File: src/rtl/sll_multicycle_if.sv
// rtl/sll_multicycle_if.sv - request/result bundle between the core and the iterative left shifter
interface sll_multicycle_if #(
    parameter int WIDTH      = 32,
    parameter int SHAMT_BITS = 5
);
    logic                  start;
    logic [WIDTH-1:0]      data_operand;
    logic [SHAMT_BITS-1:0] shamt;
    logic [WIDTH-1:0]      result;
    logic                  bits_lost;
    logic                  busy;
    logic                  data_resultRDY;

    modport master (
        output start, data_operand, shamt,
        input  result, bits_lost, busy, data_resultRDY
    );

    modport slave (
        input  start, data_operand, shamt,
        output result, bits_lost, busy, data_resultRDY
    );
endinterface

File: src/rtl/sll_multicycle.sv
// rtl/sll_multicycle.sv - iterative logical left shifter, one power-of-two stage per clock
module sll_multicycle #(
    parameter int WIDTH      = 32,
    parameter int SHAMT_BITS = 5
) (
    input  logic              clock,
    input  logic              reset,
    sll_multicycle_if.slave   bus
);
    localparam int STAGE_BITS = (SHAMT_BITS > 1) ? $clog2(SHAMT_BITS) : 1;

    typedef enum logic [1:0] {IDLE, SHIFT, DONE} state_t;

    state_t                state, state_next;
    logic [WIDTH-1:0]      work;
    logic [SHAMT_BITS-1:0] shamt_q;
    logic [STAGE_BITS-1:0] stage;
    logic                  lost;

    logic                  accept;
    logic [SHAMT_BITS-1:0] step;
    logic [WIDTH-1:0]      shifted;
    logic [WIDTH-1:0]      keep_mask;
    logic                  spill;

    assign accept    = bus.start && (state != SHIFT);
    assign step      = SHAMT_BITS'(1) << stage;
    assign shifted   = work << step;
    // Bits that survive the shift; anything set outside this mask falls off the top.
    assign keep_mask = {WIDTH{1'b1}} >> step;
    assign spill     = |(work & ~keep_mask);

    always_ff @(posedge clock or posedge reset) begin
        if (reset) begin
            state <= IDLE;
        end else begin
            state <= state_next;
        end
    end

    always_comb begin
        state_next = state;
        case (state)
            IDLE:    if (bus.start) state_next = SHIFT;
            SHIFT:   if (stage == '0) state_next = DONE;
            DONE:    state_next = bus.start ? SHIFT : IDLE;
            default: state_next = IDLE;
        endcase
    end

    always_ff @(posedge clock or posedge reset) begin
        if (reset) begin
            work    <= '0;
            shamt_q <= '0;
            stage   <= '0;
            lost    <= 1'b0;
        end else if (accept) begin
            work    <= bus.data_operand;
            shamt_q <= bus.shamt;
            stage   <= STAGE_BITS'(SHAMT_BITS - 1);
            lost    <= 1'b0;
        end else if (state == SHIFT) begin
            if (shamt_q[stage]) begin
                work <= shifted;
                lost <= lost | spill;
            end
            if (stage != '0) begin
                stage <= stage - 1'b1;
            end
        end
    end

    assign bus.result         = work;
    assign bus.bits_lost      = lost;
    assign bus.busy           = (state == SHIFT);
    assign bus.data_resultRDY = (state == DONE);
endmodule
File: src/flat_wrapper.sv
// flat-port wrapper written by rule: the top's interface ports become plain ports
module sll_multicycle_flat 
#(
    parameter int WIDTH      = 32,
    parameter int SHAMT_BITS = 5
)
  (clock, reset, bus_start, bus_data_operand, bus_shamt, bus_result, bus_bits_lost, bus_busy, bus_data_resultRDY);
  sll_multicycle_if #(.WIDTH(WIDTH), .SHAMT_BITS(SHAMT_BITS)) bus_i ();
  input  logic clock;
  input  logic reset;
  input wire logic [$bits(bus_i.start)-1:0] bus_start;
  input wire logic [$bits(bus_i.data_operand)-1:0] bus_data_operand;
  input wire logic [$bits(bus_i.shamt)-1:0] bus_shamt;
  output wire logic [$bits(bus_i.result)-1:0] bus_result;
  output wire logic [$bits(bus_i.bits_lost)-1:0] bus_bits_lost;
  output wire logic [$bits(bus_i.busy)-1:0] bus_busy;
  output wire logic [$bits(bus_i.data_resultRDY)-1:0] bus_data_resultRDY;
  assign bus_i.start = bus_start;
  assign bus_i.data_operand = bus_data_operand;
  assign bus_i.shamt = bus_shamt;
  assign bus_result = bus_i.result;
  assign bus_bits_lost = bus_i.bits_lost;
  assign bus_busy = bus_i.busy;
  assign bus_data_resultRDY = bus_i.data_resultRDY;
  sll_multicycle #(.WIDTH(WIDTH), .SHAMT_BITS(SHAMT_BITS)) u_core (.clock(clock), .reset(reset), .bus(bus_i));
endmodule
File: config.mk
export PLATFORM = sky130hd
export DESIGN_NAME = sll_multicycle_flat
export DESIGN_NICKNAME = d
export VERILOG_FILES = /design/src/rtl/sll_multicycle_if.sv /design/src/rtl/sll_multicycle.sv /design/src/flat_wrapper.sv
export SDC_FILE = /design/constraint.sdc
export NUM_CORES = 1
export LEC_CHECK = 0
export BUFFER_PORTS_ARGS = -buffer_cell sky130_fd_sc_hd__buf_2
export CORE_MARGIN = 5
export CORE_UTILIZATION = 50
export CTS_BUF_LIST = sky130_fd_sc_hd__clkbuf_16
export DETAILED_ROUTE_END_ITERATION = 6
export PLACE_DENSITY_LB_ADDON = 0.25
export SYNTH_ARGS = -nofsm -noshare
export SYNTH_HDL_FRONTEND = slang
export SYNTH_SLANG_ARGS = --single-unit
File: constraint.sdc
create_clock -name clock -period 2.3 [get_ports clock]
set_input_delay 0.46 -clock clock [delete_from_list [all_inputs] [get_ports clock]]
set_output_delay 0.46 -clock clock [all_outputs]
set_load 0.01 [all_outputs]
* Word-level counts from Yosys, hierarchy flattened
Index checks and enable logic that the tools add are counted.
Cells by class: muxes and demuxes 15, shifts and indexed selects 3, reduce and logical (&&, ||, !) cells 11, bitwise operators 3, $lt $le $gt $ge 1, add/subtract/negate cells 1, equal/unequal tests 5
Operators by type and width (count):
- $mux W32 | 3
- $and A32 B32 Y32 | 1
- $not A32 Y32 | 1
- $reduce_or A32 Y1 | 1
- $shl A32 B5 Y32 | 1
- $shr A32 B5 Y32 const A | 1
- $mux W3 | 3
- $pmux W2 S3 | 1
- $reduce_and A2 Y1 | 3
- $reduce_bool A2 Y1 | 3
- $mux W1 | 5
- $shl A1 B3 Y5 const A | 1
- $lt A3 B4 Y1 const B | 1
- $mux W2 | 2
- $ne A2 B1 Y1 const B | 2
- $bmux W1 S3 | 1
- $logic_not A3 Y1 | 1
- $reduce_bool A3 Y1 | 1
- $sub A3 B1 Y3 const B | 1
- $eq A2 B1 Y1 const B | 1
- $eq A2 B2 Y1 const B | 1
- $logic_not A2 Y1 | 1
- $ne A2 B2 Y1 const B | 1
- $logic_and A1 B1 Y1 | 1
- $or A1 B1 Y1 | 1
Storage, ports and cells: output and inout port bits 35, register bits 43, word-level logic and storage cells 44

* Logic depth before layout (Yosys ltp)
depth after elaboration 9, mapped depth 11, depth with buffers taken out 8

* Worst setup path before layout
OpenSTA, ideal clock, no wires.
path kind register -> register, start point register u_core.stage[1], end point register u_core.work[17] (netlist: u_core.bus.result[17]), arrival time 2098 ps, required time 2170 ps, slack 73 ps, stages on the path, launching flop included 10, period minus slack after synthesis 2227 ps, buffers on the path 1, path through dfrtp_1 inv_1 ha_1 nor2b_1 buf_4 mux4_2 o211ai_2 nor2_1 a2111oi_2 o21ai_1
On the way: word-level cells in the longest chain between the ends 5, elaborated cells on any way between the ends 9, those cells by class shift: 2; mux: 5; reduce/logical: 2
RTL lines:
- from (decl) | line sll_multicycle.sv:17 | logic [STAGE_BITS-1:0] stage;
- from (signal assigned) | line sll_multicycle.sv:60 | stage <= STAGE_BITS'(SHAMT_BITS - 1);
- from (signal assigned) | line sll_multicycle.sv:68 | stage <= stage - 1'b1;
- $shl A1 B3 Y5 | line sll_multicycle.sv:27 | assign step = SHAMT_BITS'(1) << stage;
- $shl A32 B5 Y32 | line sll_multicycle.sv:28 | assign shifted = work << step;
- $mux W32 | line sll_multicycle.sv:63 | if (shamt_q[stage]) begin
- $mux W32 | line sll_multicycle.sv:62 | end else if (state == SHIFT) begin
- $mux W32 | line sll_multicycle.sv:57 | end else if (accept) begin
- to (signal assigned) | line sll_multicycle.sv:58 | work <= bus.data_operand;
- to (signal assigned) | line sll_multicycle.sv:64 | work <= shifted;
- to (decl) | line sll_multicycle.sv:15 | logic [WIDTH-1:0] work;
Several ways; a longest one is shown, not always the timed one. The select of a mux whose other input is x is not followed. A chain may end at the register's enable or synchronous reset.

* Worst setup path after layout
start point register u_core.stage[0], end point register u_core.work[25] (netlist: u_core.bus.result[25])
Same word-level chain as after synthesis.

==> summary.txt <==
Placed design
  – Port bufs: 74
  – Placed wire-length estimate: 13960 um
  – Dpl cells: ~750
  – Setup Slack @ Placement: -0.1236 ns
  – Area of placed instances: between 0.005 and 0.006 mm^2
  – Routability congestion estimate: 1.002

GRT
  – Largest net degree at the start of global routing: 26
  – GRT overflow: 0
  – First-pass GRT wire length: 28350 um
  – Initial antenna violation count: 0
  – Vias in the first global route: around 5000
  – Total track usage: 36.20%

Worst setup path
  – Reg2reg start: u_core.stage[0]
  – Cells on worst reg2reg path: 11
  – WS Path Type: flip-flop to flip-flop
  – Family with the most delay on the worst path: buffers and inverters
  – Largest fanout on the critical path: 5
  – Startpoint types: flip-flop
  – WP buf/inv: 5
  – Critical path required time: 2.47 ns
  – Critical Path, Cell by Cell: inv_2, buf_12, ha_4, buf_12, buf_4, mux4_2, nor2_1, a221oi_1, a311oi_1, buf_4, a21oi_1
  – Reg-to-reg critical path endpoint: u_core.bus.result[25]
  – Max stage delay on crit path: 0.48 ns
  – Critical path capture point type: flip-flop
  – WP data arrival: between 2 and 3 ns
  – Critical-path top delay cell: mux4_2
  – Reg-to-reg setup timing slack: -0.14 ns

Power and ir drop
  – Internal power: around 5800 uW
  – Sw Ratio: 50.31%
  – Comb pwr share: 76.3%
  – Sequential power share: between 10% and 20%
  – NetSw: 5920 uW
  – PwrDens: approximately 2000 mW/mm^2
  – Leak Pwr: 0.002706 uW
  – Clk pwr share: 6.8%
  – Worst vdd ir: 1228 uV

Timing
  – Final-report max-slew violation count: 0
  – Final Hold Fails: 0
  – Setup ws final: -0.1428 ns
  – Fmax: 409.4 MHz
  – Setup TNS: -0.4092 ns
  – Post-route minimum period: roughly 2.4 ns
  – Final Setup Violations: 8
  – RSZ-0062 raised after global routing: true
  – Setup Skew: 0.003453 ns
  – Relative slew slack: 34.93%
  – Worst slew pin tran: approximately 0.97 ns
  – Post-route clock period utilization: 106.2%

Synthesis
  – Syn Nets: ~570
  – Count of different cell masters after synthesis: 67
  – Main flop type after synthesis: dfrtp_1
  – #FFs+latches synth: 43
  – Syn. warnings: 0
  – EDFF count, synth: 0
  – Share of flip-flops with an asynchronous set or reset: 100.0%
  – Syn Area/Cell: slightly above 8 um^2
  – Seq/Total Area, Yosys: 25.20%
  – Cell Area, Synth: 0.004270 mm^2
  – Post-Synthesis Cells: 520

Route
  – Via density: 6.958
  – Drt total wl: ~20000 um
  – Drt drc: 0
  – Total iterations of the first detailed-routing run: 6
  – Starting DRT DRC Count: 843
  – Drt wl/cell: 25.23 um
  – Post-route ant nets: 0
  – Total number of vias: 5441

Die
  – Die ar.: 0.01049 mm^2
  – Row cnt: 33
  – Initial Util: 51.71%
  – Core Region: 0.008258 mm^2
  – DIE HEIGHT: 102.4 um
  – Die Wd: 102.4 um
  – Ports: 75

Cells and area
  – Final #Nets: 722
  – Final Util: between 70% and 80%
  – Seq. cell area: 0.001076 mm^2
  – Post-Layout Inst Area: 0.006013 mm^2
  – Most common cell after layout, fill and taps aside: buf_4
  – Layout Cells excl Fill: 782
  – Share of layout cells above drive strength 1: between 40% and 50%
  – Most frequent cells in the layout: buf_4, buf_2, nand2_1, dfrtp_1, o21ai_0
  – # fillers: about 650
  – Antenna diodes: 0
  – Area occupied by multi-input gates: just over 0.003 mm^2
  – Area Overhead vs Synth: 40.81%

Clocking
  – Worst-Skew Late Latency: 0.29 ns
  – Cell at the root of the clock tree: clkbuf_16
  – TritonCTS clock tree: done
  – Clock buffer count from CTS: 5
  – Post-CTS Hold Fix Bufs: 0
  – Worst-path clk slew: approximately 0.06 ns
  – Clk sinks: 43
  – Buffer depth of the longest clock path: 2
  – H-tree Lvls: 2

Worst hold path
  – Worst Hold Class: input pin to async pin

Run status
  – Violated checks: negative setup slack
  – Status: finished, violations left

Job
  – Max Cap Viol: 0
## through the flow
stage	hold slack (ns)	total power, uW
3_5_place_dp	0.4612	9498
5_1_grt	0.3295	12240
2_1_floorplan	0.4450	6251
4_1_cts	0.2834	10510
6_report	0.2685	11770
3_3_place_gp	0.4568	9436
## how the worst max path moves through the flow
stage	endpoint	cells after the start	start
2_1_floorplan	u_core.bus.result[17]	9	u_core.stage[1]
3_3_place_gp	u_core.bus.result[8]	9	u_core.stage[1]
3_5_place_dp	u_core.bus.result[15]	10	u_core.stage[1]
4_1_cts	u_core.bus.result[22]	9	u_core.stage[0]
5_1_grt	u_core.bus.result[25]	11	u_core.stage[0]
6_report	u_core.bus.result[25]	11	u_core.stage[0]
## layer usage
metal	GRT usage, %	wire [um]	up-vias
met4	14.63	815	0
met5	0	0	-
met1	52.55	7372	2532
met2	49.78	8258	546
met3	11.33	3286	88
li1	-	-	2275
## power by group through the flow
stage / clock (uW) / combinational, uW / sequential [uW]
after detailed placement: 0 / 7620 / 1880
after global routing: 842 / 9410 / 2000
final: 798 / 8970 / 2000
after global placement: 0 / 7560 / 1880
after floorplan: 0 / 4590 / 1660
after CTS: 805 / 7820 / 1880
## final cells by class
| cell class | instances | area share (%) |
|---|---|---|
| Inverter | 12 | 0.7491 |
| Tap cell | 105 | 2.185 |
| Clock buffer | 5 | 2.081 |
| Sequential cell | 43 | 17.89 |
| Timing Repair Buffer | 202 | 24.82 |
| Clock inverter | 2 | 0.5618 |
| Multi-Input combinational cell | 413 | 51.71 |
## state kept, by name (all words and copies together), names as in the netlist
register,count
u_core.bus.bits_lost,1
u_core.bus.result,32
u_core.shamt_q,5
u_core.stage,3
u_core.state,2
## cells in the mapped netlist, types with 7 or more instances
master,n,share of area [%]
a21oi_1,37,4.3
a221oi_1,8,1.6
a22oi_1,10,1.8
a31oi_1,7,1.0
and3_1,7,1.0
buf_2,16,1.9
buf_4,11,1.9
clkbuf_1,18,1.6
dfrtp_1,43,25
inv_1,11,0.97
mux2_2,7,1.8
mux2i_1,37,8.7
mux4_2,15,7.9
nand2_1,69,6.1
nand3_1,8,0.94
nor2_1,38,3.3
nor2b_1,7,1.0
nor3_1,10,1.2
o21ai_0,42,4.9
o22ai_1,15,2.2
or3_1,9,1.3
## cells by family (layout without fill, tap and decap cells)
group           count (synthesis)  count (layout)  share of synthesized area [%]
buf+inv                        64             221                          7.618
flops                          43              43                          25.20
simple gates                  168             168                          18.55
mux                            59              59                          18.43
compound gates                181             181                          28.74
fa+ha+maj                       5               5                          1.465
## what timing repair did
| item | CTS | global route |
|---|---|---|
| resized for setup | 14 | 46 |
| setup endpoints to repair | 16 | 26 |
| setup buffers | 2 | 22 |
| pin swaps | 3 | 15 |
| gates cloned | 0 | 2 |
Note: power is estimated with default switching activity, not from simulation.
